[config.mk]
export PLATFORM = sky130hd
export DESIGN_NAME = cla_sub_seq_flat
export DESIGN_NICKNAME = d
export VERILOG_FILES = /design/src/rtl/cla_sub_seq_if.sv /design/src/rtl/cla_sub_seq.sv /design/src/flat_wrapper.sv
export SDC_FILE = /design/constraint.sdc
export NUM_CORES = 1
export LEC_CHECK = 0
export ABC_AREA = 1
export CORE_UTILIZATION = 45
export CTS_BUF_LIST = sky130_fd_sc_hd__clkbuf_4 sky130_fd_sc_hd__clkbuf_8 sky130_fd_sc_hd__clkbuf_16
export CTS_CLUSTER_SIZE = 25
export DETAILED_ROUTE_END_ITERATION = 8
export MAX_ROUTING_LAYER = met4
export PLACE_DENSITY = 0.77
export SLEW_MARGIN = 20
export SYNTH_ARGS = -nofsm -noshare
export SYNTH_HDL_FRONTEND = slang
export SYNTH_SLANG_ARGS = --single-unit
[constraint.sdc]
create_clock -name clk -period 6.55 [get_ports clk]
set_input_delay 0.655 -clock clk [delete_from_list [all_inputs] [get_ports clk]]
set_output_delay 0.655 -clock clk [all_outputs]
set_load 0.1 [all_outputs]
[src/rtl/cla_sub_seq_if.sv]
// Handshake/operand bundle for cla_sub_seq: start/operands in, busy/done/result out.
interface cla_sub_seq_if #(parameter int WIDTH = 16);
    logic             start;
    logic [WIDTH-1:0] a;
    logic [WIDTH-1:0] b;
    logic             bin;
    logic             busy;
    logic             done;
    logic [WIDTH-1:0] d;
    logic             bout;
    logic             zero;

    modport master (output start, a, b, bin, input  busy, done, d, bout, zero);
    modport slave  (input  start, a, b, bin, output busy, done, d, bout, zero);
endinterface

[src/rtl/cla_sub_seq.sv]
// Nibble-serial borrow-lookahead subtractor d = a - b - bin, LSB nibble first.
// Optional macro CLA_SUB_SAT_EN: clamp d to 0 when the final borrow is 1.
module cla_sub_seq #(
    parameter int WIDTH = 16  // multiple of 4, >= 4
) (
    input  logic          clk,
    input  logic          rst_n,
    cla_sub_seq_if.slave  bus
);
    localparam int NIB = WIDTH / 4;
    localparam int KW  = (NIB > 1) ? $clog2(NIB) : 1;

    typedef enum logic [1:0] {IDLE, RUN, DONE} state_t;

    state_t           state_q, state_d;
    logic [WIDTH-1:0] a_q, a_d, b_q, b_d, acc_q, acc_d;
    logic [WIDTH-1:0] d_q, d_d;
    logic             bw_q, bw_d;
    logic [KW-1:0]    k_q, k_d;
    logic             bout_q, bout_d, zero_q, zero_d;

    logic [3:0]       na, nb, g, p, nd;
    logic [4:0]       bw;
    logic [WIDTH-1:0] res;

    // Current nibble, borrows expanded flat so no ripple inside the slice.
    always_comb begin
        na = a_q[{k_q, 2'b00} +: 4];
        nb = b_q[{k_q, 2'b00} +: 4];
        g  = ~na & nb;
        p  = ~(na ^ nb);
        bw[0] = bw_q;
        bw[1] = g[0] | (p[0] & bw_q);
        bw[2] = g[1] | (p[1] & g[0]) | (p[1] & p[0] & bw_q);
        bw[3] = g[2] | (p[2] & g[1]) | (p[2] & p[1] & g[0]) | (p[2] & p[1] & p[0] & bw_q);
        bw[4] = g[3] | (p[3] & g[2]) | (p[3] & p[2] & g[1]) | (p[3] & p[2] & p[1] & g[0])
              | (p[3] & p[2] & p[1] & p[0] & bw_q);
        nd  = na ^ nb ^ bw[3:0];
        res = acc_q;
        res[{k_q, 2'b00} +: 4] = nd;
    end

    always_comb begin
        state_d = state_q;
        a_d     = a_q;
        b_d     = b_q;
        acc_d   = acc_q;
        bw_d    = bw_q;
        k_d     = k_q;
        d_d     = d_q;
        bout_d  = bout_q;
        zero_d  = zero_q;
        case (state_q)
            IDLE, DONE: begin
                if (bus.start) begin
                    a_d     = bus.a;
                    b_d     = bus.b;
                    bw_d    = bus.bin;
                    acc_d   = '0;
                    k_d     = '0;
                    state_d = RUN;
                end else begin
                    state_d = IDLE;
                end
            end
            RUN: begin
                acc_d = res;
                bw_d  = bw[4];
                k_d   = k_q + 1'b1;
                if (k_q == KW'(NIB - 1)) begin
                    state_d = DONE;
                    bout_d  = bw[4];
`ifdef CLA_SUB_SAT_EN
                    d_d     = bw[4] ? '0 : res;
                    zero_d  = bw[4] | (res == '0);
`else
                    d_d     = res;
                    zero_d  = (res == '0);
`endif
                end
            end
            default: state_d = IDLE;
        endcase
    end

    always_ff @(posedge clk or negedge rst_n) begin
        if (!rst_n) begin
            state_q <= IDLE;
            a_q     <= '0;
            b_q     <= '0;
            acc_q   <= '0;
            bw_q    <= 1'b0;
            k_q     <= '0;
            d_q     <= '0;
            bout_q  <= 1'b0;
            zero_q  <= 1'b1;
        end else begin
            state_q <= state_d;
            a_q     <= a_d;
            b_q     <= b_d;
            acc_q   <= acc_d;
            bw_q    <= bw_d;
            k_q     <= k_d;
            d_q     <= d_d;
            bout_q  <= bout_d;
            zero_q  <= zero_d;
        end
    end

    assign bus.busy = (state_q == RUN);
    assign bus.done = (state_q == DONE);
    assign bus.d    = d_q;
    assign bus.bout = bout_q;
    assign bus.zero = zero_q;
endmodule

[src/flat_wrapper.sv]
// flat-port wrapper written by rule: the top's interface ports become plain ports
module cla_sub_seq_flat 
#(
    parameter int WIDTH = 16                        
)
  (clk, rst_n, bus_start, bus_a, bus_b, bus_bin, bus_busy, bus_done, bus_d, bus_bout, bus_zero);
  cla_sub_seq_if #(.WIDTH(WIDTH)) bus_i ();
  input  logic clk;
  input  logic rst_n;
  input wire logic [$bits(bus_i.start)-1:0] bus_start;
  input wire logic [$bits(bus_i.a)-1:0] bus_a;
  input wire logic [$bits(bus_i.b)-1:0] bus_b;
  input wire logic [$bits(bus_i.bin)-1:0] bus_bin;
  output wire logic [$bits(bus_i.busy)-1:0] bus_busy;
  output wire logic [$bits(bus_i.done)-1:0] bus_done;
  output wire logic [$bits(bus_i.d)-1:0] bus_d;
  output wire logic [$bits(bus_i.bout)-1:0] bus_bout;
  output wire logic [$bits(bus_i.zero)-1:0] bus_zero;
  assign bus_i.start = bus_start;
  assign bus_i.a = bus_a;
  assign bus_i.b = bus_b;
  assign bus_i.bin = bus_bin;
  assign bus_busy = bus_i.busy;
  assign bus_done = bus_i.done;
  assign bus_d = bus_i.d;
  assign bus_bout = bus_i.bout;
  assign bus_zero = bus_i.zero;
  cla_sub_seq #(.WIDTH(WIDTH)) u_core (.clk(clk), .rst_n(rst_n), .bus(bus_i));
endmodule
* Word-level counts from Yosys, hierarchy flattened
Cells that the tools add are included.
** Operators by class
- Reductions and logical operators :: 7
- Shift-type cells :: 4
- Multiplexer cells :: 10
- Add/sub/neg operators :: 2
- Bitwise logic cells :: 31
- Equality and inequality tests :: 5
** Operator list (number)
- $pmux W16 S2 :: 1
- $shiftx A16 B5 Y4 :: 2
- $and A1 B1 Y1 :: 16
- $bwmux W16 :: 1
- $logic_not A16 Y1 :: 1
- $mux W16 :: 1
- $shift A4 B6 Y16 const A :: 1
- $shiftx A4 B6 Y16 :: 1
- $or A1 B1 Y1 :: 10
- $not A4 Y4 :: 2
- $pmux W2 S2 :: 2
- $xor A4 B4 Y4 :: 2
- $neg A4 Y6 :: 1
- $reduce_and A2 Y1 :: 3
- $and A4 B4 Y4 :: 1
- $eq A2 B2 Y1 const B :: 2
- $mux W2 :: 2
- $add A2 B1 Y2 const B :: 1
- $eq A2 B1 Y1 const B :: 1
- $logic_not A2 Y1 :: 1
- $mux W1 :: 2
- $ne A2 B1 Y1 const B :: 1
- $ne A2 B2 Y1 const B :: 1
- $pmux W1 S2 :: 1
- 2 further kinds :: 2
** Storage, ports and cells
- Word-level logic and storage cells :: 68
- Register bits after elaboration :: 71
- Bits of input ports :: 36
- Output and inout port bits :: 20

* Longest topological paths before layout
Gate-level depths: netlist of run 1.
- Depth after elaboration :: 11
- Mapped depth :: 19

* Worst setup path before layout of run 1
OpenSTA, ideal clock, no wires.
- Path kind :: register to register
- Start point :: register u_core.k_q[0]
- End point :: register u_core.zero_q (netlist: u_core.bus.zero)
- Library setup time :: 0.076 ns
- Slack :: 4.030 ns
- Buffers on the path :: 2
- Data required time :: 6.474 ns
- Stages on the path, launching flop included :: 19
- Data arrival time :: 2.444 ns
- Cell sequence :: dfrtp_1 -> inv_2 -> buf_2 -> buf_1 -> o21ai_0 -> o22ai_1 -> fa_1 -> nor2_1 -> nand2_1 -> clkinv_1 -> nand2_1 -> o21ai_1 -> nor2_1 -> nand2_1 -> nor2_1 -> nand2_1 -> nor2_1 -> nand3_1 -> nand2_1
** On the way
- Longest elaborated chain between the ends :: 11
- Elaborated cells on any way between the ends :: 29
** RTL lines
- from (decl) :: RTL line cla_sub_seq.sv:19 : logic [KW-1:0] k_q, k_d;
- from (signal assigned) :: RTL line cla_sub_seq.sv:103 : k_q <= k_d;
- $shiftx A16 B5 Y4, on equally long branches :: RTL line cla_sub_seq.sv:28, cla_sub_seq.sv:29
- $xor A4 B4 Y4 or $not A4 Y4 (tied branches) :: RTL line cla_sub_seq.sv:31, cla_sub_seq.sv:38, cla_sub_seq.sv:30
- $not A4 Y4 or $and A4 B4 Y4 (tied branches) :: RTL line cla_sub_seq.sv:31, cla_sub_seq.sv:30
- $and A1 B1 Y1 :: RTL line cla_sub_seq.sv:35 : bw[3] = g[2] | (p[2] & g[1]) | (p[2] & p[1] & g[0]) | (p[2] & p[1] & p[0] & bw_q);
- $or A1 B1 Y1 or $and A1 B1 Y1 (tied branches) (2 in a row) :: RTL line cla_sub_seq.sv:35
- $or A1 B1 Y1 :: RTL line cla_sub_seq.sv:35
- $xor A4 B4 Y4 :: RTL line cla_sub_seq.sv:38 : nd = na ^ nb ^ bw[3:0];
- $shiftx A4 B6 Y16 :: RTL line cla_sub_seq.sv:40 : res[{k_q, 2'b00} +: 4] = nd;
- $bwmux W16 :: RTL line cla_sub_seq.sv:40
- $logic_not A16 Y1 :: RTL line cla_sub_seq.sv:78 : zero_d = (res == '0);
- to (signal assigned) :: RTL line cla_sub_seq.sv:106 : zero_q <= zero_d;
- to (decl) :: RTL line cla_sub_seq.sv:20 : logic bout_q, bout_d, zero_q, zero_d;
Several ways; a longest one is shown, not always the timed one.
A chain may end at the register's enable or synchronous reset.

* Final worst setup path of run 1
Ends and elaborated chain as after synthesis.

==> metrics.txt, run 1 <==
status=finished clean; share of cells above drive strength 1=roughly 15%; Peak Freq=about 320 MHz; htree depth=3; RSZ-0062 raised after global routing=no; I/O Buffers=55; setup_tns=0 ns; Via density=about 5; Worst Path Max Fanout=27; routed len/inst=between 10 and 15 µm; worst min path class=reg2reg; Initial DRC Count=about 160; Netlist Area Pre-Place=3440 µm²; post-synth top area share=between 50% and 60%; cts bufs inserted=9; CTS tree=done; Yosys reg bits=71; vias in the first global route=between 2,000 and 3,000; Post-Syn Nets=415; fin. max-slew vios=0; Netlist cell types=29; Starting Density=46.9%; Worst EP arrival=3.37 ns; Die Y=approximately 90 µm; clock slew at reported path FFs=approximately 0.07 ns; Synth area leaders=dfrtp_1 (51%), nand2_1 (11%), mux2_2 (10%), ha_1 (3.6%), o21ai_0 (3.6%); hpwl dp=between 5 and 6 mm; worst slew pin tran=0.974 ns; WS Path Type=reg2reg; Cells after Synth=368; ANT cells=0; leading area contributor after synthesis=dfrtp_1; worst skew pair latency=0.35 ns; most frequent cells after synthesis=nand2_1 (97), dfrtp_1 (70), inv_1 (32), mux2_2 (32), o21ai_0 (25); Routability Congestion=0.869; hold path endpoint=u_core.bus.zero; Longest Clk Path Bufs=2; R2R Path End=u_core.bus.zero; largest net degree at the start of global routing=72; grt ovf=0; DR DRC count=0; # nets final=469; IO Pins=56; Syn Area/Cell=9.34 µm²; Clock Skew=about 0.0067 ns; CTS sink cnt=71; count leader, synth=nand2_1; fill count=622; vias after detailed routing=~2,700; endpoint class of the critical path=register; hold-critical path depth=2; fin crit period=3.08 ns; die width=89.4 µm; P&R area growth vs syn=24.7%; Antenna Nets Post-Route=0; postcts setup bufs=0; Total GRT Usage=21.4%; Worst R2R Setup Slack=about 3.5 ns; die area=7990 µm²; Period Utilization, post-route=47.0%; root buffer cell=clkbuf_8; slew margin rel.=around a third; r2r worst-path depth=16; # rows=31; first-pass GRT wire length=12.4 mm; crit start category=register; hold-fix buffers at CTS=0; post-synthesis sequential area ratio=about half; synth warn=0; worst hold start=u_core.bus.zero; initial antenna violation count=0; top_reg_cell synth=dfrtp_1; final setup fails=0; Placeable Area=7330 µm²; Post-Route WL=around 7.3 mm; CP required=6.85 ns; RR Startpoint=u_core.k_q[0]; post-cts resize count=0; drt pass-1 iters=4; Max Cap Viol=0; Final Hold Vio Count=0; number of synthesized flops with an enable pin=0; ys async rst share=100%
## flip-flops by register name, summed over array words and instances (netlist names)
name and flops:
u_core.a_q 16, u_core.acc_q 16, u_core.b_q 16, u_core.bus.bout 1, u_core.bus.d 16, u_core.bus.zero 1, u_core.bw_q 1, u_core.k_q 2
u_core.state_q 2
## cells in the final DEF, fill, tap and decap left out, drive strengths merged
cell and count:
ha 10, a21oi 5, buf 2, dfstp 1, clkdlybuf4s50 54, a32o 4, a21o 1, fa 1
a22o 2, nand2 101, inv 38, o21ai 35, o21a 1, nor2 22, nand3 10, a31oi 1
dfrtp 70, or2 1, a22oi 1, nand4 9, clkinvlp 2, mux2 32, clkbuf 11, o22ai 9
clkinv 2, bufinv 2
## per-layer routing
metal	global-route usage [%]	routed length, µm	share of wire, %	vias up
li1	-	-	-	1325
met1	25.6	3290	45	1291
met2	35.7	3610	50	76
met3	5.82	315	4.3	9
met4	6.06	64	0.88	0
met5	-	0	0	-
## cell families (layout without fill, tap and decap cells)
kind of cell | Yosys count | after routing | synth area share, %
and+or+nand+nor | 143 | 143 | 17.6
DFF | 71 | 71 | 51.7
AOI/OAI and AO/OA | 59 | 59 | 9.97
buffers and inverters | 52 | 111 | 6.00
muxes | 32 | 32 | 10.5
adders and majority gates | 11 | 11 | 4.22
## worst max-delay path by stage
stage,endpoint,slack (ns),depth (start not counted),start
3_5_place_dp,u_core.bus.zero,3.54,16,u_core.k_q[0]
2_1_floorplan,u_core.bus.zero,4.03,18,u_core.k_q[0]
5_1_grt,u_core.bus.zero,3.08,16,u_core.k_q[0]
3_3_place_gp,u_core.bus.zero,3.61,16,u_core.k_q[0]
6_report,u_core.bus.zero,3.47,16,u_core.k_q[0]
4_1_cts,bus_busy,3.49,4,u_core.state_q[1]
## stage by stage
stage	utilization [%]	setup WS, ns	area, µm²	hold WS (ns)	cells
3_5_place_dp	55.3	3.54	4060	0.467	510
2_1_floorplan	-	4.03	3440	0.359	368
5_1_grt	58.5	3.08	4290	0.503	526
4_1_cts	58.5	3.49	4290	0.479	526
3_3_place_gp	55.3	3.61	4060	0.464	510
6_report	58.5	3.47	4290	0.482	526
## final cells by class
cell class	count	area (µm²)	area share [%]
clock buffers	11	151	3.53
clock inverters	5	80.1	1.87
inverters	39	146	3.42
multi-input cells	245	1450	33.9
flip-flops and latches	71	1780	41.5
well taps	99	124	2.89
repair buffers	56	553	12.9
## worst max-delay path, cell delays in order (launching register included)
cell and delay (ns):
dfrtp_1 0.87, inv_2 0.34, o21ai_0 0.24, o22ai_1 0.13
fa_1 0.53, nor2_1 0.06, nand2_1 0.06, clkinv_1 0.09
nand2_1 0.08, nand3_1 0.09, nor2_1 0.10, nand2_1 0.05
nor2_1 0.08, nand2_1 0.05, nor2_1 0.09, nand3_1 0.08
nand2_1 0.07
Power of run 1 is not shown: default switching activity piles up to over one toggle a cycle in this logic, so the estimate is an artifact.
==> inputs of run 2 (changes only) <==
Settings changed: PLACE_DENSITY 0.77 to 0.8.
Clock period 6.55 ns to 2.55 ns, I/O delays scaled along.
==> run 2 against run 1 <==
Via count increased by 3.2%. Cell area increased by 5.9%. Final cell count increased by 4.2%. Critical path type unchanged. Routed wire length increased by 9.2%. First-iteration DRC count decreased by 25%. Critical endpoint unchanged. Sequential share of layout area decreased by 2.3 points. Worst hold slack got worse by 0.15 ns. Global-route usage increased by 0.10 points. Die area unchanged. Sequential cell count unchanged. Non-clock buffer count increased by 22.
==> metrics.txt, run 2 (synthesis gave the netlist of run 1 again) <==
I/O Buffers=55; hpwl dp=5.59 mm; crit start category=register; Antenna Nets Post-Route=0; final setup fails=0; largest net degree at the start of global routing=41; r2r worst-path depth=18; Die Y=89.4 µm; worst min path class=in2async; Peak Freq=408 MHz; Max Cap Viol=0; Period Utilization, post-route=96.0%; WS Path Type=reg2reg; cts bufs inserted=9; most common cell after layout, fill and taps aside=nand2_1; Initial DRC Count=118; htree depth=3; status=finished clean; Clock Skew=0.0110 ns; die width=89.4 µm; post-layout util=61.9%; Fin Hold WS=0.335 ns; # rows=31; grt ovf=0; Via density=5.09; Worst Path Max Fanout=6; Routability Congestion=0.937; Longest Clk Path Bufs=2; slew margin rel.=72.0%; ANT cells=0; die area=7990 µm²; Worst R2R Setup Slack=a little over 0.1 ns; CTS sink cnt=71; root buffer cell=clkbuf_8; multi-input logic area=1520 µm²; vias after detailed routing=2,788; Final Hold Vio Count=0; clock slew at reported path FFs=0.08 ns; most frequent cells in the layout=nand2_1 (92), dfrtp_1 (69), buf_4 (37); P&R area growth vs syn=32.0%; # nets final=about 500; Worst EP arrival=2.74 ns; fill count=593; endpoint class of the critical path=register; fin crit period=2.45 ns; worst skew pair latency=~0.35 ns; first-pass GRT wire length=12.5 mm; worst slew pin tran=0.419 ns; CP required=2.84 ns; fin. max-slew vios=0; routed len/inst=~15 µm; IO Pins=56; Placeable Area=7330 µm²; drt pass-1 iters=4; Total GRT Usage=21.5%; DR DRC count=0; initial antenna violation count=0; vias in the first global route=roughly 2,800; Starting Density=46.9%; Post-Route WL=7.95 mm; register area=between 1500 and 2000 µm²; CTS tree=done; share of cells above drive strength 1=27.6%
[run 2: layer usage]
metal	vias to the layer above	track usage, %	part of all wire, %
li1	1366	-	-
met2	81	36.0	49
met5	-	-	0
met3	18	3.05	3.6
met4	0	8.80	2.0
met1	1323	26.2	45
[run 2: worst max-delay path, cell delays in order (launching register included)]
cell,delay (ns)
dfrtp_2,0.48
clkinv_4,0.10
buf_4,0.11
buf_4,0.10
nand2_1,0.05
a32o_2,0.26
ha_4,0.29
nand2_1,0.08
nand2_1,0.08
nand2_1,0.10
nand2_2,0.09
nand2_1,0.06
nand4_1,0.07
nand2_1,0.06
inv_2,0.08
nand2_1,0.05
nor2_1,0.15
nand3_1,0.09
nand2_1,0.07
[run 2: path summary, 6_finish.rpt]
path	start	to
max	u_core.k_q[0]	u_core.bus.zero
min in group clk	u_core.bus.zero	u_core.bus.zero
max in group asynchronous	rst_n	u_core.b_q[15]
min	rst_n	u_core.acc_q[9]
min reg2reg	u_core.bus.zero	u_core.bus.zero
max reg2reg	u_core.k_q[0]	u_core.bus.zero
[run 2: area by class of cell]
class                   instances  area share (%)
flip-flops and latches         71            39.2
inverters                      39            3.39
clock inverters                 5            1.76
repair buffers                 78            16.2
clock buffers                  11            3.34
multi-input cells             245            33.4
well taps                      99            2.73
[run 2: repair_timing]
action,in CTS,in global routing
endpoints found under the hold margin,10,0
setup buffers,0,10
endpoints found under the setup margin,0,6
gates resized for setup,0,31
hold buffers,1,0
[run 2: through the flow]
step	std cells	cell area, µm²	setup WS [ns]	TNS [ns]
after floorplan	368	3440	0.0297	0
after global routing	548	4540	-0.0636	-0.0636
after CTS	536	4340	0.0663	0
after global placement	519	4100	0.179	0
final	548	4540	0.102	0
after detailed placement	519	4100	0.0945	0
Power of run 2 is left out for the same reason.
==> inputs of run 3 (changes only) <==
Settings changed: CORE_UTILIZATION 45 to 30, PLACE_DENSITY 0.8 to 0.6.
==> run 3 against run 2 <==
Core utilization fell by 20 points. Register-to-register slack improved by 0.08 ns. Clock skew fell by 0.0049 ns. Via count fell by 0.97%. Cell area rose by 0.52%. Global-route usage fell by 6.6 points. Critical path depth fell by 3. Highest routed layer unchanged.
==> metrics.txt, run 3 (synthesis gave the netlist of run 1 again) <==
worst slew pin tran=0.897 ns; grt ovf=0; fin. max-slew vios=0; CP required=2.82 ns; ANT cells=0; root buffer cell=clkbuf_16; Worst EP arrival=2.64 ns; # nets final=488; P&R area growth vs syn=32.7%; Starting Density=31.3%; critical path, cell by cell=clkinv_4 -> buf_12 -> buf_4 -> nor2_1 -> o22ai_1 -> ha_4 -> nand2_1 -> nand3_1 -> nand2_1 -> nand2_1 -> a31oi_1 -> nand2_1 -> nor2_1 -> nand3_1 -> nand2_1; I/O Buffers=55; met2 wire len=3.76 mm; Worst Path Max Fanout=7; status=finished clean; endpoint class of the critical path=register; CP peak stage delay=0.43 ns; DP Worst Slack=0.0992 ns; routed len/inst=13.8 µm; Slowest-stage cell, CP=dfrtp_1; register area=1780 µm²; crit start category=register; vias in the first global route=2,627; CTS sink cnt=71; top routing layer in use=met4; Antenna Nets Post-Route=0; share of cells above drive strength 1=between 20% and 30%; Die Y=109 µm; Total GRT Usage=14.9%; DR DRC count=0; most common cell after layout, fill and taps aside=nand2_1; CP dominant cell by count=nand2_1; most frequent cells in the layout=nand2_1 (96), dfrtp_1 (70), buf_4 (37); # rows=38; Period Utilization, post-route=92.7%; Via density=4.72; die area=about 12,000 µm²; multi-input logic area=1510 µm²; clock slew at reported path FFs=0.05 ns; worst skew pair latency=0.33 ns; Longest Clk Path Bufs=2; Final Hold Vio Count=0; IO Pins=56; initial antenna violation count=0; cts bufs inserted=9; die width=between 100 and 150 µm; CTS tree=done; placed insts=562; Peak Freq=423 MHz; vias after detailed routing=2,761; Routability Congestion=0.874; setup ws final=0.186 ns; fill count=1,057; WS Path Type=reg2reg; worst min path class=in2async; final setup fails=0; Post-Route WL=8.07 mm; drt pass-1 iters=4; hold-fix buffers at CTS=0; Initial DRC Count=104; Placeable Area=11,000 µm²; first-pass GRT wire length=13.0 mm; Max Cap Viol=0; Clock Skew=0.00619 ns; met3 WL=between 400 and 500 µm; largest net degree at the start of global routing=72; Non-Filler Instances=585; fin crit period=roughly 2.4 ns; Post-Route M1 WL=3.76 mm; slew margin rel.=40.2%; hpwl dp=5.67 mm; htree depth=3
[run 3: metrics by stage]
stage / cell area, µm² / hold slack (ns) / util, % / setup TNS (ns)
global route: 4560 / 0.223 / 41.5 / -0.0187
CTS: 4420 / 0.171 / 40.3 / 0
floorplan: 3440 / -0.0406 / - / 0
finish: 4560 / 0.132 / 41.5 / 0
detailed placement: 4140 / 0.465 / 37.7 / 0
global placement: 4140 / 0.460 / 37.7 / 0
[run 3: metal layers]
metal  GRT usage (%)  vias up
met1            19.1     1313
met5               -        -
met2            22.5       74
li1                -     1366
met3            4.30        8
met4            5.02        0
[run 3: cell type report]
class / count / area share (%)
clock buffer: 10 / 5.10
clock inverter: 5 / 1.10
inverter: 39 / 3.32
multi-input combinational: 245 / 33.1
sequential: 71 / 39.0
tap: 140 / 3.84
timing repair buffer: 75 / 14.6
[run 3: path summary, 6_finish.rpt]
| kind | slack (ns) | depth (start not counted) | startpoint | endpoint |
|---|---|---|---|---|
| worst max-delay path | 0.19 | 15 | u_core.k_q[0] | u_core.bus.zero |
| min in group clk | 0.47 | 1 | u_core.acc_q[4] | u_core.acc_q[4] |
| worst min register to register | 0.47 | 1 | u_core.acc_q[4] | u_core.acc_q[4] |
| max in group asynchronous | 1.83 | 2 | rst_n | u_core.bus.d[2] |
| worst min-delay path | 0.13 | 2 | rst_n | u_core.b_q[10] |
| worst max register to register | 0.19 | 15 | u_core.k_q[0] | u_core.bus.zero |
[run 3: worst max-delay path, delay by kind of cell (launching register included)]
family                   cells  cell delay, ns
adder cells (fa/ha/maj)      1            0.27
buffers and inverters        3            0.30
AND/OR/NAND/NOR              9            0.73
AO/OA/AOI/OAI                2            0.58
flip-flops                   1            0.43
[run 3: repair_timing]
item                                    CTS  global route
endpoints found under the setup margin    0             2
resized for setup                         0            22
setup buffers                             0             9
Power of run 3 is left out for the same reason.
